## src/rtl/pwd_control_pkg.sv

```systemverilog
// Shared types and parameter checks for the pwd_control breathing-LED driver.
//   dir_e     : ramp direction (UP = 0, DOWN = 1)
//   paramsOk  : elaboration-time check of COUNTER_WIDTH / MAX_COUNT / DUTY_STEP
//   rampPeriods : number of PWM periods in one full 0 -> max -> 0 breath
package pwd_control_pkg;

  // Ramp direction of the duty value.
  typedef enum logic {
    UP   = 1'b0,
    DOWN = 1'b1
  } dir_e;

  // True when the counter can hold MAX_COUNT and the step is in 1..MAX_COUNT.
  function automatic bit paramsOk(input int unsigned counterWidth,
                                  input int unsigned maxCount,
                                  input int unsigned dutyStep);
    longint unsigned limit;
    limit = 64'd1 << counterWidth;
    return (counterWidth >= 1) && (counterWidth < 32) &&
           (maxCount >= 1) && (64'(maxCount) < limit) &&
           (dutyStep >= 1) && (dutyStep <= maxCount);
  endfunction

  // Periods in a full breath: up ceil(max/step) periods, then down as many.
  function automatic int unsigned rampPeriods(input int unsigned maxCount,
                                              input int unsigned dutyStep);
    return 2 * ((maxCount + dutyStep - 1) / dutyStep);
  endfunction

endpackage

```

## src/rtl/pwd_control_if.sv

```systemverilog
// LED output bundle of pwd_control.
//   pwd_out : registered PWM level driven toward the LED pin
//   master  : the driver side (pwd_control)
//   slave   : the consumer side (board top / testbench)
interface pwd_control_if;

  logic pwd_out;

  modport master (output pwd_out);
  modport slave  (input  pwd_out);

endinterface

```

## src/rtl/pwd_control_pwm_core.sv

```systemverilog
// PWM core: free-running period counter, duty comparator and output register.
//   clk_in         : clock, rising edge
//   rst_n_in       : synchronous active-low reset
//   duty           : high cycles per period (0..MAX_COUNT)
//   endOfPeriod_c  : combinational, high in the last cycle of the period
//   pwm            : registered (cnt < duty)
module pwm_core #(
  parameter int unsigned COUNTER_WIDTH = 8,
  parameter int unsigned MAX_COUNT     = 200
) (
  input  logic                     clk_in,
  input  logic                     rst_n_in,
  input  logic [COUNTER_WIDTH-1:0] duty,
  output logic                     endOfPeriod_c,
  output logic                     pwm
);

  localparam logic [COUNTER_WIDTH-1:0] LAST_CNT = COUNTER_WIDTH'(MAX_COUNT - 1);
  localparam logic [COUNTER_WIDTH-1:0] ONE      = COUNTER_WIDTH'(1);

  logic [COUNTER_WIDTH-1:0] cnt;

  // Wrap cycle; the ramp FSM updates duty on this same edge.
  assign endOfPeriod_c = (cnt == LAST_CNT);

  // Counter and compare register; the compare of cnt = k shows one edge later.
  always_ff @(posedge clk_in) begin
    if (!rst_n_in) begin
      cnt <= '0;
      pwm <= 1'b0;
    end else begin
      cnt <= endOfPeriod_c ? '0 : cnt + ONE;
      pwm <= (cnt < duty);
    end
  end

endmodule

```

## src/rtl/pwd_control.sv

```systemverilog
// Breathing LED driver: ramps a PWM duty value 0 -> MAX_COUNT -> 0, one step
// per PWM period, and drives the resulting PWM level on bus.pwd_out.
//   clk_in   : clock, rising edge
//   rst_n_in : synchronous active-low reset
//   bus      : pwd_control_if master, carries the registered pwd_out
module pwd_control
  import pwd_control_pkg::*;
#(
  parameter int unsigned COUNTER_WIDTH = 8,
  parameter int unsigned MAX_COUNT     = 200,
  parameter int unsigned DUTY_STEP     = 1
) (
  input  logic          clk_in,
  input  logic          rst_n_in,
  pwd_control_if.master bus
);

  // One extra bit so duty + step can never wrap before the saturation test.
  localparam int unsigned SUM_W = COUNTER_WIDTH + 1;

  localparam logic [SUM_W-1:0]         STEP_W = SUM_W'(DUTY_STEP);
  localparam logic [SUM_W-1:0]         MAX_W  = SUM_W'(MAX_COUNT);
  localparam logic [COUNTER_WIDTH-1:0] STEP_N = COUNTER_WIDTH'(DUTY_STEP);
  localparam logic [COUNTER_WIDTH-1:0] MAX_N  = COUNTER_WIDTH'(MAX_COUNT);

  generate
    if (!paramsOk(COUNTER_WIDTH, MAX_COUNT, DUTY_STEP)) begin : gParamCheck
      $error("pwd_control: need MAX_COUNT < 2**COUNTER_WIDTH and 1 <= DUTY_STEP <= MAX_COUNT");
    end
  endgenerate

  dir_e                     dir;
  dir_e                     dirNext;
  logic [COUNTER_WIDTH-1:0] duty;
  logic [COUNTER_WIDTH-1:0] dutyNext;
  logic [SUM_W-1:0]         dutyUp_c;
  logic                     endOfPeriod_c;
  logic                     pwm;

  pwm_core #(
    .COUNTER_WIDTH (COUNTER_WIDTH),
    .MAX_COUNT     (MAX_COUNT)
  ) uCore (
    .clk_in        (clk_in),
    .rst_n_in      (rst_n_in),
    .duty          (duty),
    .endOfPeriod_c (endOfPeriod_c),
    .pwm           (pwm)
  );

  assign dutyUp_c = {1'b0, duty} + STEP_W;

  // Ramp state register; reset wins even on a period-end edge.
  always_ff @(posedge clk_in) begin
    if (!rst_n_in) begin
      dir  <= UP;
      duty <= '0;
    end else begin
      dir  <= dirNext;
      duty <= dutyNext;
    end
  end

  // Ramp next-state: saturate and turn around in the same update so the
  // extremes last exactly one period.
  always_comb begin
    dirNext  = dir;
    dutyNext = duty;
    if (endOfPeriod_c) begin
      case (dir)
        UP: begin
          if (dutyUp_c >= MAX_W) begin
            dutyNext = MAX_N;
            dirNext  = DOWN;
          end else begin
            dutyNext = dutyUp_c[COUNTER_WIDTH-1:0];
          end
        end
        DOWN: begin
          if ({1'b0, duty} <= STEP_W) begin
            dutyNext = '0;
            dirNext  = UP;
          end else begin
            dutyNext = duty - STEP_N;
          end
        end
        default: ;
      endcase
    end
  end

  assign bus.pwd_out = pwm;

endmodule

```

## src/flat_wrapper.sv

```systemverilog
// flat-port wrapper written by rule: the top's interface ports become plain ports
module pwd_control_flat import pwd_control_pkg::*;
#(
  parameter int unsigned COUNTER_WIDTH = 8,
  parameter int unsigned MAX_COUNT     = 200,
  parameter int unsigned DUTY_STEP     = 1
)
  (clk_in, rst_n_in, bus_pwd_out);
  pwd_control_if bus_i ();
  input  logic clk_in;
  input  logic rst_n_in;
  output wire logic [$bits(bus_i.pwd_out)-1:0] bus_pwd_out;
  assign bus_pwd_out = bus_i.pwd_out;
  pwd_control #(.COUNTER_WIDTH(COUNTER_WIDTH), .MAX_COUNT(MAX_COUNT), .DUTY_STEP(DUTY_STEP)) u_core (.clk_in(clk_in), .rst_n_in(rst_n_in), .bus(bus_i));
endmodule
```

## config.mk

```make
export PLATFORM = sky130hd
export DESIGN_NAME = pwd_control_flat
export DESIGN_NICKNAME = d
export VERILOG_FILES = /design/src/rtl/pwd_control_pkg.sv /design/src/rtl/pwd_control_if.sv /design/src/rtl/pwd_control_pwm_core.sv /design/src/rtl/pwd_control.sv /design/src/flat_wrapper.sv
export SDC_FILE = /design/constraint.sdc
export NUM_CORES = 1
export LEC_CHECK = 0
export ABC_AREA = 1
export CELL_PAD_IN_SITES_DETAIL_PLACEMENT = 0
export CELL_PAD_IN_SITES_GLOBAL_PLACEMENT = 1
export CORE_MARGIN = 3
export CORE_UTILIZATION = 40
export CTS_CLUSTER_DIAMETER = 50
export CTS_CLUSTER_SIZE = 8
export DETAILED_ROUTE_END_ITERATION = 12
export GPL_TIMING_DRIVEN = 0
export PLACE_DENSITY_LB_ADDON = 0.2
export SLEW_MARGIN = 10
export SYNTH_ARGS = -nofsm -noshare
export SYNTH_HDL_FRONTEND = slang
export SYNTH_SLANG_ARGS = --single-unit
```

## constraint.sdc

```tcl
create_clock -name clk_in -period 1.35 [get_ports clk_in]
set_input_delay 0.135 -clock clk_in [delete_from_list [all_inputs] [get_ports clk_in]]
set_output_delay 0.135 -clock clk_in [all_outputs]
set_load 0.01 [all_outputs]
```

## Word level (Yosys, flattened, before mapping)

Cells that the tools add are included.

- Input bits: 2
- Word-level logic and storage cells: 20
- Register bits: 18

- Equality and inequality tests: 1
- Multiplexer cells: 6
- $lt $le $gt $ge: 3
- Add/subtract/negate cells: 3
- Bitwise logic cells: 2
- Reductions and logical operators: 1

Operators by type and width:

| cell | number |
|---|---|
| 8-bit 2-to-1 mux | 2 |
| 8-bit case mux with 2 select lines | 1 |
| 8-bit by 1-bit adder with 9-bit output, second input constant | 1 |
| 9-bit by 8-bit >= comparator with 1-bit output, second input constant | 1 |
| 8-bit by 1-bit adder with 8-bit output, second input constant | 1 |
| 8-bit == test, second input constant | 1 |
| 8-bit by 1-bit less-or-equal comparator with 1-bit output, second input constant | 1 |
| 8-bit less-than comparator | 1 |
| 8-bit by 1-bit subtractor with 8-bit output, second input constant | 1 |
| 1-bit 2-to-1 mux | 2 |
| 1-bit inverter | 2 |
| 1-bit case mux with 2 select lines | 1 |
| 2-bit OR reduction | 1 |

## Logic depth before layout (Yosys ltp)

Gate-level depths: netlist of the first run.

- Word-level depth: 4
- Depth in mapped cells: 11

## Hierarchy

A second synthesis of the first run with hierarchy kept.

- Cells, all modules: 213
- Area total of the unflattened synthesis: 1,382.6 um^2

Modules (own cells, without submodules):

| module | area an instance (um^2) | times used | cells an instance |
|---|---|---|---|
| pwd_control | 810.8 | 1 | 133 |
| pwm_core | 571.8 | 1 | 80 |

## Least setup slack after synthesis of the first run

No wires, ideal clock.

- Path kind: register -> register
- From: register u_core.duty[0]
- To: register u_core.duty[3]
- Library setup time: 120 ps
- Period minus slack after synthesis: 1,458 ps
- Arrival time: 1,338 ps
- Slack: -108 ps
- Cell stages (with the launch flop): 12
- Data required time: 1,230 ps
- Cell sequence: dfxtp_1 > inv_1 > ha_1 > inv_1 > nand2_1 > nand2_1 > nor2_1 > nor2_4 > nand2_1 > nand2_1 > a21oi_1 > a21oi_1

- Longest elaborated chain between the ends: 4
- Elaborated cells between the ends (all ways): 7
- Classes of those cells: add/sub (2); order compare (2); mux (3)

Ends and longest elaborated chain:

| element | line | source |
|---|---|---|
| start: declaration | pwd_control.sv:34 | `logic [COUNTER_WIDTH-1:0] duty;` |
| start signal: assignment | pwd_control.sv:60 | `duty <= dutyNext;` |
| 8-bit by 1-bit adder with 9-bit output | pwd_control.sv:51 | `assign dutyUp_c = {1'b0, duty} + STEP_W;` |
| 9-bit by 8-bit >= comparator with 1-bit output | pwd_control.sv:72 | `if (dutyUp_c >= MAX_W) begin` |
| 8-bit 2-to-1 mux | pwd_control.sv:72 |  |
| 8-bit case mux with 2 select lines (*) | pwd_control.sv:70 | `case (dir)` |

Every way passes the cells marked *; elsewhere a longest branch is shown, timed or not.
A chain may end at the register's enable or synchronous reset.

## Worst setup path in the final report of the first run

- From: register u_core.duty[1]
- To: register u_core.duty[7]

Same word-level chain as after synthesis.

==> summary.json, run 1 <==
{
  "floorplanning": {
    "starting_density_pct": 43.6,
    "floorplan.rows": 20,
    "chip_width_um": 64.9,
    "fp.dieArea_mm2": 0.00421,
    "chipHeight_um": 64.9,
    "core_area_mm2": 0.00318,
    "floorplan.io_pins": 3
  },
  "route": {
    "m1WireLength_um": 1660,
    "routed-via-count": 1467,
    "remaining_drc_errors": 0,
    "vias_per_cell": 5.35,
    "met3_wirelength_um": 224,
    "topRoutingLayerUsed": "met4",
    "initial_drt_pass_iterations": 4,
    "final_antenna_net_count": 0,
    "detail_route.iter0.violations": 98,
    "post_drt_wl_per_cell_um": 13.9,
    "amount_of_wire_on_met2_after_detailed_routing_um": 1850,
    "routed_wl_um": 3810
  },
  "run_status": {
    "failed_checks": "negative setup slack",
    "run_status": "finished with violations"
  },
  "critical_path": {
    "timing.reg2reg.setup_slack_ns": -0.12,
    "worstSetupStartpointType": "flop",
    "data_arrival_time_of_the_worst_path_ns": 1.73,
    "critical_path.n_buffers_inverters": 4,
    "slowest_delay_ns": 0.43,
    "path_class": "flop to flop",
    "worstSetupEndpointType": "flop",
    "crit_family": "simple AND/OR/NAND/NOR gates",
    "worst-path-max-fanout": 5,
    "path_cells": "inv_4 > ha_4 > inv_2 > nand2_2 > nand2_2 > nor2_4 > nor2_4 > buf_12 > nand3_2 > nand3_2 > nand2_1 > inv_1",
    "crit_path_top_delay_cell": "sky130_fd_sc_hd__dfxtp_4",
    "worst_ep_required_time_ns": 1.61
  },
  "logic_synthesis": {
    "synth-edff-count": 0,
    "mux_share_of_post_synthesis_cell_area_pct": 0,
    "synthDominantCellAreaShare_pct": 26.0,
    "postSynthNetCount": 222,
    "synth_compound_gate_area_share_pct": 12.1,
    "yosys.area_share.xor_xnor_pct": 3.79,
    "synth_async_sr_flop_share_pct": 0,
    "synth_top_flop_cell": "sky130_fd_sc_hd__dfxtp_1",
    "synthAdderAreaFrac_pct": 9.93,
    "synthesis.area_mm2": 0.00139,
    "synth.cells.most_frequent": "sky130_fd_sc_hd__nand2_1 (42), sky130_fd_sc_hd__inv_1 (33), sky130_fd_sc_hd__nor2_1 (23), sky130_fd_sc_hd__nand3_1 (20), sky130_fd_sc_hd__dfxtp_1 (18)",
    "post_synth_and_or_nand_nor_area_fraction_pct": 37.9,
    "post-synth-top-count-cell": "sky130_fd_sc_hd__nand2_1",
    "flip_flop_and_latch_count_after_synthesis": 18,
    "ys_warn_count": 0,
    "netlist_instances": 209,
    "synth.avg_cell_area_um2": 6.63,
    "combinational_family_with_the_most_area_after_synthesis": "simple AND/OR/NAND/NOR gates",
    "yosys.area.top_type": "sky130_fd_sc_hd__dfxtp_1",
    "synth_area_leaders": "sky130_fd_sc_hd__dfxtp_1 (26%), sky130_fd_sc_hd__nand2_1 (11%), sky130_fd_sc_hd__ha_1 (9.9%)",
    "synth.yosys.seq_area_share_pct": 26.0,
    "ys_types": 27
  },
  "placement": {
    "dpl_ws_ns": -0.304,
    "numPortBuffers": 2,
    "detailedPlacementHpwl_um": 2520,
    "place_congestion": 0.858
  },
  "clocking": {
    "h-tree-depth": 1,
    "clk_transition_reported_paths_ns": 0.13,
    "cts_tree": "done",
    "post_cts_hold_buffer_count": 0,
    "cts_made_buffers": 3,
    "ctsRootBufferMaster": "sky130_fd_sc_hd__clkbuf_4",
    "insertion_delay_ns": 0.32,
    "maximum_buffer_depth_of_the_clock_tree": 2,
    "tritoncts_num_sinks": 18
  },
  "timing": {
    "setup_skew_ns": 0.0122,
    "timing.final.ws_setup_ns": -0.122,
    "worst_slew_margin_relative_to_its_limit_pct": 77.3,
    "finalCritPeriodShare_pct": 109,
    "rsz0062_at_grt": "true",
    "finalWorstPathRequiredPeriod_ns": 1.47,
    "timing.final.hold_violations": 0,
    "final_max_slew_viol_count": 0,
    "max_slew.worst_pin.slew_ns": 0.340,
    "finalSetupTns_ns": -0.858,
    "setup_viol": 10,
    "clock.fmax_mhz": 679
  },
  "hold_path": {
    "worst_hold_path_type": "flop to flop"
  },
  "cells_and_area": {
    "final_nets": 244,
    "antenna_cells_inserted": 0,
    "finish.utilization_pct": 60.8,
    "ratio_of_cells_with_drive_above_1_in_the_final_layout_pct": 41.3,
    "layout-area-overhead-vs-synth_pct": 39.3
  },
  "power_and_ir_drop": {
    "switching_power_mw": 0.258,
    "power_leakage_nw": 0.864,
    "power_density_mw_per_mm2": 514,
    "p_comb_share_pct": 7.4,
    "internal_power_mw": 0.735,
    "vdd_drop_max_mv": 0.341,
    "power_frac_seq_pct": 55.1,
    "p_total_mw": 0.993,
    "p_clk_share_pct": 37.4,
    "power.share.switching_pct": 26.0
  },
  "flow_run": {
    "maxCapViolCount": 0
  },
  "global_routing": {
    "grt_first_pass_wirelength_um": 6380,
    "grt_pass1_vias": 1387,
    "grt_overflow": 0,
    "grt_start_max_net_pins": 11,
    "number_of_antenna_violations_at_the_first_check_in_global_routing": 0,
    "grt.total_usage_pct": 19.4
  }
}
==> per-stage QoR <==
step	cell area, um2	hold slack, ns	instances
3_3_place_gp	1470	0.443	255
2_1_floorplan	1390	0.266	209
3_5_place_dp	1470	0.465	255
5_1_grt	1930	0.578	274
6_report	1930	0.548	274
4_1_cts	1750	0.549	271
==> metal layers <==
layer | vias to the layer above | GRT usage [%]
li1 | 729 | -
met1 | 694 | 26.3
met2 | 37 | 31.8
met3 | 7 | 2.25
met4 | 0 | 6.33
met5 | - | 0
==> tightest hold or removal path, delay by kind of cell, from the launching register on <==
kind,cells,cell delay (ns)
flip-flops,1,0.38
buffers and inverters,1,0.11
AND/OR/NAND/NOR,1,0.04
==> repair_timing <==
| item | 4_1_cts | 5_1_grt |
|---|---|---|
| pin swaps | 26 | 25 |
| resized for setup | 53 | 38 |
| endpoints found under the setup margin | 17 | 18 |
| setup buffers | 12 | 3 |
| endpoints found under the hold margin | 0 | 0 |
==> flip-flops by register name, indices dropped and copies added (netlist names) <==
name	count
u_core.uCore.cnt	8
u_core.dir	1
u_core.duty	8
u_core.uCore.pwm	1
==> cells by family after synthesis <==
group	Yosys count
AOI/OAI and AO/OA	32
xor gates and xnor gates	6
adders and majority gates	11
buffers and inverters	35
DFF	18
and+or+nand+nor	107
==> layout make-up <==
cell class,count,area [um2]
Fill cell,303,1250
Multi-Input combinational cell,156,1150
Sequential cell,18,388
Timing Repair Buffer,17,149
Inverter,33,134
Tap cell,44,55.1
Clock buffer,4,36.3
Buffer,2,22.5
==> worst paths after layout <==
| kind | from | end | depth (start not counted) |
|---|---|---|---|
| max | u_core.duty[1] | u_core.duty[7] | 12 |
| min | u_core.uCore.cnt[0] | u_core.uCore.cnt[0] | 2 |
| max reg2reg | u_core.duty[1] | u_core.duty[7] | 12 |
| min reg2reg | u_core.uCore.cnt[0] | u_core.uCore.cnt[0] | 2 |
==> power groups by stage <==
stage          registers (mW)  logic [mW]  clock network, mW
3_5_place_dp            0.562      0.0523                  0
5_1_grt                 0.550      0.0837              0.403
2_1_floorplan           0.562      0.0316                  0
3_3_place_gp            0.562      0.0511                  0
4_1_cts                 0.546      0.0656              0.375
6_report                0.548      0.0740              0.372
==> cells in the final DEF (no fill, tap or decap), types with 7 or more instances in the layout <==
cell type                 instances
sky130_fd_sc_hd__nand2_1         30
sky130_fd_sc_hd__inv_1           25
sky130_fd_sc_hd__nor2_1          19
sky130_fd_sc_hd__buf_4           13
sky130_fd_sc_hd__nand2_2         12
sky130_fd_sc_hd__nand3_1         12
sky130_fd_sc_hd__nand3_2          8
sky130_fd_sc_hd__a21oi_1          8
sky130_fd_sc_hd__o21ai_0          7
sky130_fd_sc_hd__dfxtp_2          7
No activity file was read; power rests on OpenSTA's default activity.
==> inputs of run 2 (changes only) <==
--- a/config.mk
+++ b/config.mk
@@ -11,7 +11,7 @@
 export CORE_MARGIN = 3
 export CORE_UTILIZATION = 40
 export CTS_CLUSTER_DIAMETER = 50
-export CTS_CLUSTER_SIZE = 8
+export CTS_CLUSTER_SIZE = 20
 export DETAILED_ROUTE_END_ITERATION = 12
 export GPL_TIMING_DRIVEN = 0
 export PLACE_DENSITY_LB_ADDON = 0.2
@@ -19,3 +19,4 @@
 export SYNTH_ARGS = -nofsm -noshare
 export SYNTH_HDL_FRONTEND = slang
 export SYNTH_SLANG_ARGS = --single-unit
+export TNS_END_PERCENT = 10
==> run 2 against run 1 <==
Net effect: the flow still finishes with violations (negative setup slack); first-iteration DRC count grew 9.2%; die area is the same; sequential power is essentially flat; hold slack lost 0.088 ns; sequential cell count is the same; non-clock buffer count shrank 5; critical path type unchanged; critical endpoint is now u_core.duty[0]; largest cell class unchanged.
==> summary.json, run 2 (synthesis gave the netlist of run 1 again) <==
{
  "run_status": {
    "run_status": "finished with violations",
    "failed_checks": "negative setup slack"
  },
  "timing": {
    "final_max_slew_viol_count": {"value": 0, "change": "unchanged"},
    "max_slew.worst_pin.slew": {"value": 0.347, "unit": "ns", "change": "+0.00676 ns"},
    "finalCritPeriodShare": {"value": 106, "unit": "%", "change": "-2.8 points"},
    "timing.final.ws_setup": {"value": -0.0840, "unit": "ns", "change": "+0.0380 ns"},
    "rsz0062_at_grt": "true",
    "finalWorstPathRequiredPeriod": {"value": 1.43, "unit": "ns", "change": "-0.0380 ns"},
    "worst_slew_margin_relative_to_its_limit": {"value": 76.8, "unit": "%", "change": "-0.45 points"},
    "setup_viol": {"value": 10, "change": "unchanged"},
    "timing.final.hold_violations": {"value": 0, "change": "unchanged"},
    "fin_worst_hold_slack": {"value": 0.460, "unit": "ns", "change": "-0.0879 ns"},
    "clock.fmax": {"value": 697, "unit": "MHz", "change": "+2.7%"},
    "setup_skew": {"value": 0.0237, "unit": "ns", "change": "+0.0115 ns"}
  },
  "cells_and_area": {
    "antenna_cells_inserted": {"value": 0, "change": "unchanged"},
    "final_cell_count_no_fill": {"value": 269, "change": "-1.8%"},
    "final_nets": {"value": 239, "change": "-2.0%"},
    "finish.instance_area": {"value": 0.00175, "unit": "mm2", "change": "-9.4%"},
    "most-common-layout-cells": "sky130_fd_sc_hd__nand2_1 (37), sky130_fd_sc_hd__inv_1 (25), sky130_fd_sc_hd__nor2_1 (20), sky130_fd_sc_hd__nand3_1 (17), sky130_fd_sc_hd__a21oi_1 (11)",
    "layout.cells.most_common": "sky130_fd_sc_hd__nand2_1",
    "layout.filler_cells": {"value": 331, "change": "+9.2%"},
    "layout-area-overhead-vs-synth_pct": 26.3,
    "ratio_of_cells_with_drive_above_1_in_the_final_layout": {"value": 28.9, "unit": "%", "change": "-12 points"},
    "area_occupied_by_multi_input_gates": {"value": 0.00103, "unit": "mm2", "change": "-10%"},
    "largestRegisters": "u_core.duty: 8 flops, u_core.uCore.cnt: 8 flops",
    "layout.area.seq": {"value": 383, "unit": "um2", "change": "-1.3%"}
  },
  "clocking": {
    "cts_tree": "done",
    "post_cts_hold_buffer_count": {"value": 0, "change": "unchanged"},
    "clk_transition_reported_paths": {"value": 0.14, "unit": "ns", "change": "about the same"},
    "h-tree-depth": {"value": 1, "change": "unchanged"},
    "ctsRootBufferMaster": "sky130_fd_sc_hd__clkbuf_4",
    "maximum_buffer_depth_of_the_clock_tree": {"value": 2, "change": "unchanged"},
    "insertion_delay": {"value": 0.33, "unit": "ns", "change": "about the same"},
    "tritoncts_num_sinks": {"value": 18, "change": "unchanged"},
    "cts_made_buffers": {"value": 3, "change": "unchanged"}
  },
  "placement": {
    "placement.cell_area": {"value": 0.00147, "unit": "mm2", "change": "unchanged"},
    "numPortBuffers": {"value": 2, "change": "unchanged"},
    "dpl_ws": {"value": -0.304, "unit": "ns", "change": "unchanged"},
    "place_congestion": {"value": 0.858, "change": "unchanged"},
    "dp_cells": {"value": 255, "change": "unchanged"},
    "detailedPlacementHpwl": {"value": 2520, "unit": "um", "change": "unchanged"}
  },
  "route": {
    "remaining_drc_errors": {"value": 0, "change": "unchanged"},
    "routed-via-count": {"value": 1381, "change": "-5.9%"},
    "vias_per_cell": {"value": 5.13, "change": "-4.1%"},
    "detail_route.iter0.violations": {"value": 107, "change": "+9.2%"},
    "initial_drt_pass_iterations": {"value": 4, "change": "unchanged"},
    "post_drt_wl_per_cell": {"value": 12.9, "unit": "um", "change": "-7.4%"},
    "final_antenna_net_count": {"value": 0, "change": "unchanged"},
    "routed_wl": {"value": 3460, "unit": "um", "change": "-9.1%"}
  },
  "power_and_ir_drop": {
    "power_density": {"value": 562, "unit": "mW/mm2", "change": "+9.3%"},
    "power.share.switching": {"value": 25.9, "unit": "%", "change": "-0.039 points"},
    "p_total": {"value": 0.984, "unit": "mW", "change": "-0.94%"},
    "internal_power": {"value": 0.729, "unit": "mW", "change": "-0.89%"},
    "p_clk_share": {"value": 38.2, "unit": "%", "change": "+0.8 points"},
    "p_comb_share": {"value": 6.2, "unit": "%", "change": "-1.2 points"},
    "power_frac_seq": {"value": 55.6, "unit": "%", "change": "+0.5 points"},
    "power_leakage": {"value": 0.805, "unit": "nW", "change": "-6.9%"},
    "switching_power": {"value": 0.255, "unit": "mW", "change": "-1.1%"},
    "vdd_drop_max": {"value": 0.462, "unit": "mV", "change": "+36%"}
  },
  "critical_path": {
    "data_arrival_time_of_the_worst_path": {"value": 1.67, "unit": "ns", "change": "-0.06 ns"},
    "crit_family": "flip-flops",
    "path_class": "flop to flop",
    "path_cells": "ha_4 > nand2_2 > inv_2 > nand3_4 > a21oi_4 > nand2_1 > nand2_1 > o21ai_0",
    "slowest_delay": {"value": 0.45, "unit": "ns", "change": "+0.02 ns"},
    "worstSetupEndpointType": "flop",
    "worst_ep_required_time": {"value": 1.58, "unit": "ns", "change": "-0.03 ns"},
    "worst-path-max-fanout": {"value": 7, "change": "+2"},
    "critical_path.most_common_cell": "sky130_fd_sc_hd__nand2_1",
    "crit_path_top_delay_cell": "sky130_fd_sc_hd__dfxtp_4",
    "worstSetupStartpointType": "flop",
    "critical_path.n_buffers_inverters": {"value": 1, "change": "-3"}
  },
  "global_routing": {
    "grt_pass1_vias": {"value": 1356, "change": "-2.2%"},
    "number_of_antenna_violations_at_the_first_check_in_global_routing": {"value": 0, "change": "unchanged"},
    "grt_first_pass_wirelength": {"value": 6170, "unit": "um", "change": "-3.4%"},
    "grt_start_max_net_pins": {"value": 11, "change": "unchanged"},
    "grt_overflow": {"value": 0, "change": "unchanged"},
    "grt.total_usage": {"value": 18.7, "unit": "%", "change": "-0.73 points"}
  },
  "floorplanning": {
    "floorplan.io_pins": {"value": 3, "change": "unchanged"},
    "floorplan.rows": {"value": 20, "change": "unchanged"},
    "chip_width": {"value": 64.9, "unit": "um", "change": "unchanged"},
    "chipHeight": {"value": 64.9, "unit": "um", "change": "unchanged"},
    "core_area": {"value": 0.00318, "unit": "mm2", "change": "unchanged"},
    "starting_density": {"value": 43.6, "unit": "%", "change": "unchanged"},
    "fp.dieArea": {"value": 0.00421, "unit": "mm2", "change": "unchanged"}
  },
  "hold_path": {
    "worst_hold_path_type": "flop to flop"
  },
  "flow_run": {
    "maxCapViolCount": {"value": 0, "change": "unchanged"}
  }
}
[run 2: cell count changes in the layout (fill, tap and decap cells not counted), moves of 2 or more]
cell,change
sky130_fd_sc_hd__a21oi_1,+3
sky130_fd_sc_hd__a21oi_2,-3
sky130_fd_sc_hd__buf_4,-3
sky130_fd_sc_hd__dfxtp_1,+4
sky130_fd_sc_hd__dfxtp_2,-4
sky130_fd_sc_hd__nand2_1,+7
sky130_fd_sc_hd__nand2_2,-6
sky130_fd_sc_hd__nand3_1,+5
sky130_fd_sc_hd__nand3_2,-4
sky130_fd_sc_hd__nor2_4,-2
sky130_fd_sc_hd__o21ai_0,+2
[run 2: worst paths after layout]
path         cells after the start           startpoint  slack (ns)             endpoint
min reg2reg                      1  u_core.uCore.cnt[0]        0.46  u_core.uCore.cnt[0]
max                              8       u_core.duty[0]       -0.08       u_core.duty[0]
min                              1  u_core.uCore.cnt[0]        0.46  u_core.uCore.cnt[0]
max reg2reg                      8       u_core.duty[0]       -0.08       u_core.duty[0]
[run 2: per-stage QoR]
stage	setup TNS, ns	util (%)
final	-0.593	55.1
after global routing	-1.77	55.1
after CTS	-0.618	53.7
after detailed placement	-2.80	46.2
after global placement	-2.66	46.2
after floorplan	0	-
[run 2: area by class of cell]
cell class,count,share of cell area [%]
Timing Repair Buffer,12,5.43
Sequential cell,18,21.9
Clock buffer,4,2.07
Multi-Input combinational cell,156,58.7
Tap cell,44,3.15
Inverter,33,7.51
Buffer,2,1.29
[run 2: power by group through the flow]
stage | clock (mW) | combinational (mW) | sequential [mW]
after floorplan | 0 | 0.0316 | 0.562
after global placement | 0 | 0.0511 | 0.562
after detailed placement | 0 | 0.0523 | 0.562
after CTS | 0.375 | 0.0609 | 0.547
after global routing | 0.392 | 0.0717 | 0.549
final | 0.376 | 0.0614 | 0.547
[run 2: worst register-to-register path, delay by kind of cell, from the launching register on]
kind	cells	cell delay [ns]
AND/OR/NAND/NOR	4	0.37
AO/OA/AOI/OAI	2	0.26
buffers and inverters	1	0.11
adder cells (fa/ha/maj)	1	0.16
flip-flops	1	0.45
[run 2: timing repair]
action                                  in CTS  in global routing
pin swaps                                   16                  7
cloned                                       0                  0
gates resized for setup                     43                 14
endpoints found under the setup margin      17                 18
hold endpoints to repair                     0                  0
buffers inserted                            10                  0
[run 2: layer usage]
layer	share of wire [%]	vias to the layer above	GRT usage [%]	wire, um
li1	-	717	-	-
met2	46	23	29.6	1600
met4	1.6	0	6.33	55
met3	3.1	6	2.25	106
met1	49	635	25.9	1700
met5	0	-	0	0
